===== src/rtl/stopwatch_pkg.sv =====
// stopwatch_pkg: shared state encoding and time limits for the stopwatch controller
package stopwatch_pkg;
  typedef enum logic [1:0] {IDLE, RUN, LAP, STOP} state_t;
  localparam int CS_MAX = 99;
  localparam int SEC_MAX = 59;
endpackage


===== src/rtl/stopwatch_ctrl_lap_reg.sv =====
// lap_reg: 19-bit lap time capture register with synchronous clear
module lap_reg (
  input  logic        clk,
  input  logic        clr,
  input  logic        en,
  input  logic [18:0] d,
  output logic [18:0] q
);
  always_ff @(posedge clk)
    if (clr) q <= '0;
    else if (en) q <= d;
endmodule


===== src/rtl/stopwatch_ctrl.sv =====
// stopwatch_ctrl: start/stop/lap/clear FSM with saturation guard and display mux
import stopwatch_pkg::*;

module stopwatch_ctrl #(
  parameter int MAX_MIN = 59
) (
  input  logic       clk,
  input  logic       rst,
  input  logic       tick,
  input  logic       key_ss,
  input  logic       key_lc,
  input  logic [6:0] cs_in,
  input  logic [5:0] sec_in,
  input  logic [5:0] min_in,
  output logic       pause,
  output logic       clr,
  output logic [6:0] disp_cs,
  output logic [5:0] disp_sec,
  output logic [5:0] disp_min,
  output logic       running,
  output logic       frozen,
  output logic       ovf
);
  state_t state;
  logic sat, sat_ev, cap;
  logic [18:0] lap;
  assign running = state == RUN || state == LAP;
  assign frozen  = state == LAP;
  assign sat     = running && cs_in == 7'(CS_MAX) && sec_in == 6'(SEC_MAX) && min_in == 6'(MAX_MIN);
  assign sat_ev  = sat && tick;
  assign cap     = state == RUN && key_lc && !key_ss && !sat_ev && !rst;
  // hold the chain at full scale so it never wraps back to zero
  assign pause   = !running || sat;
  assign {disp_min, disp_sec, disp_cs} = frozen ? lap : {min_in, sec_in, cs_in};
  lap_reg u_lap (
    .clk(clk),
    .clr(rst),
    .en (cap),
    .d  ({min_in, sec_in, cs_in}),
    .q  (lap)
  );
  always_ff @(posedge clk) begin
    if (rst) begin
      state <= IDLE;
      ovf   <= 1'b0;
      clr   <= 1'b1;
    end else begin
      clr <= 1'b0;
      if (sat_ev) begin
        state <= STOP;
        ovf   <= 1'b1;
      end else if (key_ss) begin
        state <= running ? STOP : RUN;
      end else if (key_lc) begin
        case (state)
          IDLE: clr <= 1'b1;
          RUN:  state <= LAP;
          LAP:  state <= RUN;
          STOP: begin
            state <= IDLE;
            clr   <= 1'b1;
            ovf   <= 1'b0;
          end
          default: state <= IDLE;
        endcase
      end
    end
  end
endmodule


===== config.mk =====
export PLATFORM = sky130hd
export DESIGN_NAME = stopwatch_ctrl
export DESIGN_NICKNAME = d
export VERILOG_FILES = /design/src/rtl/stopwatch_pkg.sv /design/src/rtl/stopwatch_ctrl_lap_reg.sv /design/src/rtl/stopwatch_ctrl.sv
export SDC_FILE = /design/constraint.sdc
export NUM_CORES = 1
export LEC_CHECK = 0
export CAP_MARGIN = 30
export CORE_ASPECT_RATIO = 0.6
export CORE_MARGIN = 2
export CORE_UTILIZATION = 47
export CTS_CLUSTER_SIZE = 8
export DETAILED_ROUTE_END_ITERATION = 7
export GPL_TIMING_DRIVEN = 0
export PLACE_DENSITY_LB_ADDON = 0.05
export SLEW_MARGIN = 20
export SYNTH_ARGS = -nofsm -noshare
export SYNTH_HDL_FRONTEND = slang
export SYNTH_SLANG_ARGS = --single-unit
export TNS_END_PERCENT = 20

===== constraint.sdc =====
create_clock -name clk -period 2.9 [get_ports clk]
set_clock_uncertainty 0.05 [all_clocks]
set_input_delay 0.29 -clock clk [delete_from_list [all_inputs] [get_ports clk]]
set_output_delay 0.29 -clock clk [all_outputs]
set_load 0.02 [all_outputs]

==> summary.txt <==
Clock network
  • Post-CTS setup buffer count: 0
  • CTS tree: done
  • CTS root buf: clkbuf_8
  • CTS Hold Bufs: 0
  • Clk sinks: 23
  • Clk_lat worst skew: 0.27 ns
  • Clk pin slew, worst setup/hold paths: 0.09 ns
  • Bufs on Longest Clock Path: 2
  • CTS-repair resized insts: 0
  • CTS buffer count: 3
  • CTS H-tree depth: 1

Power and ir drop
  • Clk pwr share: 0.271
  • Psw: 0.000221 W
  • Sw Share: 0.287
  • Internal: 0.000550 W
  • Leak: 0.768 nW
  • Pwr dens: 413 nW/um2
  • Gate power share: 0.297
  • Peak VDD IR: 0.223 mV
  • Reg power frac: 0.432

Final layout
  • Antenna diodes: 0
  • Area growth syn-to-layout: 42.5%
  • NumNets Final: 198
  • Cell Count, Final, Fillers Out: 202
  • Share of cells above drive strength 1: 0.212

Worst setup path
  • CP Class: reg -> out
  • Setup crit end kind: output port
  • CP Launch Type: register
  • CP arrival: 2.32 ns
  • Worst endpoint required time: 2.56 ns
  • Crit-path max FO: 10

Placement
  • I/O Buffers: 47
  • DP Wirelength: 2300 um
  • GP Congestion: 0.790
  • Dpl cells: 198

Yosys
  • Top cells by area, synth: dfxtp_1 35%, mux2_2 16%, mux2_4 11%
  • Sequential area share after synthesis: 0.351
  • Count leader, synth: dfxtp_1
  • Post-synth top area share: 0.351
  • Synth area leader: dfxtp_1
  • Post-Synthesis Cells: 119
  • Synth cell types: 25
  • Main flop type after synthesis: dfxtp_1
  • Seq cells post-synth: 23
  • Mapped Nets: 146
  • Asr flop ratio synth: 0
  • Post-Syn Area: 1310 um2
  • List of most frequent post-synthesis cells: 23 x dfxtp_1, 19 x mux2_2, 19 x nor2b_1, 10 x mux2_4, 9 x mux2_1
  • Mean post-synth cell area: 11.0 um2
  • Ys Warns: 0
  • Post-synth EDFFs: 0

Floorplan
  • Die Wd: 72.2 um
  • Die area: 3240 um2
  • Chip height: 44.9 um
  • # rows: 14
  • Initial cell density of the core: 0.509
  • Ports: 48
  • Core Area: 2570 um2

Timing
  • FMAX: 375 MHz
  • Final setup TNS: 0 ns
  • RSZ-0062 raised after global routing: false
  • Fin. Hold Viols: 0
  • Hold_ws: 0.414 ns
  • Final Critical Period: 2.66 ns
  • Final setup fails: 0
  • Final Cycle Share: 0.919
  • Tightest Pin Transition: 0.601 ns
  • Max_slew headroom: 0.599
  • Slew Viols, Final: 0

Routing
  • DRT iter0 DRCs: 22
  • Drt pass-1 iters: 4
  • Remaining antenna violation count after routing: 0
  • Post-DR vias/cell: 5.28
  • WL per Instance: 15.0 um
  • DRC: 0
  • Total Wirelength: 3030 um
  • Vias: 1066

Flow run
  • Max-cap violations: 0

Global routing
  • Antenna violations before repair: 0
  • Vias in the first global route: 1081
  • Total GRT Usage: 0.206
  • Gr ovfl total: 0
  • Largest net degree at the start of global routing: 14
  • Global-route wire length before repair: 5060 um

Hold path
  • HP Class: reg -> reg

Run status
  • Outcome: finished clean
-- area by class of cell --
type,count,area (um2)
multi-input combinational,86,788
buffer,6,46.3
inverter,4,15.0
clock inverter,1,5.00
sequential,23,460
timing repair buffer,47,470
clock buffer,3,41.3
fill,179,708
tap,32,40.0
-- critical path, stage by stage, from the launching register on --
cell and delay, ns:
dfxtp_1 0.35, inv_1 0.07, ha_1 0.20, clkbuf_1 0.49, mux2_2 0.41, clkdlybuf4s50_1 0.54
-- placed cells by master, fill, tap and decap left out --
| cell | n |
|---|---|
| clkdlybuf4s50_1 | 47 |
| dfxtp_1 | 23 |
| mux2_2 | 19 |
| nor2b_1 | 19 |
| mux2_4 | 10 |
| mux2_1 | 9 |
| a21oi_1 | 5 |
| inv_1 | 4 |
| clkbuf_1 | 4 |
| nand2_1 | 4 |
| ha_1 | 3 |
| clkbuf_8 | 3 |
| nand4bb_1 | 2 |
| nand4b_1 | 2 |
| nor3_1 | 2 |
| a21o_1 | 2 |
| nand4_1 | 1 |
| nor2_1 | 1 |
| nor3_2 | 1 |
| and2b_1 | 1 |
| nand3b_1 | 1 |
| buf_6 | 1 |
| buf_12 | 1 |
| nand3_1 | 1 |
| o21ai_0 | 1 |
| a221oi_1 | 1 |
| o21a_1 | 1 |
| clkinv_2 | 1 |
-- metal layers --
metal	track usage	part of all wire	vias to the layer above
met5	0	0	-
met4	0.0566	0.014	0
met3	0.0603	0.060	7
met2	0.349	0.43	33
met1	0.262	0.50	509
li1	-	-	517
-- power by group through the flow --
stage | sequential, W | combinational (W) | clock [W]
2_1_floorplan | 0.000341 | 0.000117 | 0
3_3_place_gp | 0.000340 | 0.000225 | 0
3_5_place_dp | 0.000341 | 0.000229 | 0
4_1_cts | 0.000334 | 0.000230 | 0.000213
5_1_grt | 0.000335 | 0.000244 | 0.000226
6_report | 0.000334 | 0.000229 | 0.000209
-- cells by family after synthesis --
family	share of synthesized area
DFF	0.351
muxes	0.355
AOI/OAI and AO/OA	0.0468
and+or+nand+nor	0.171
buffers and inverters	0.0468
adders and majority gates	0.0287
-- registers in the layout, summed over array words and instances (netlist names) --
signal,flops
clr,1
u_lap.q,19
ovf,1
state,2
-- path summary, 6_finish.rpt --
check                              start     endpoint  slack [ns]  cells past startpoint
worst max-delay path            state[0]  disp_sec[0]        0.24                      5
worst min-delay path                 ovf          ovf        0.41                      2
worst min register to register       ovf          ovf        0.41                      2
worst max register to register  state[0]  u_lap.q[15]        0.71                      8
-- per-stage QoR --
step	instance area, um2	power, W	utilization	setup slack (ns)
finish	1870	0.000771	0.725	0.235
global route	1870	0.000805	0.725	0.0769
CTS	1870	0.000776	0.725	0.223
detailed placement	1820	0.000569	0.707	0.538
global placement	1820	0.000565	0.707	0.560
floorplan	1310	0.000457	-	0.909
Power figures use the tool's default switching activity.
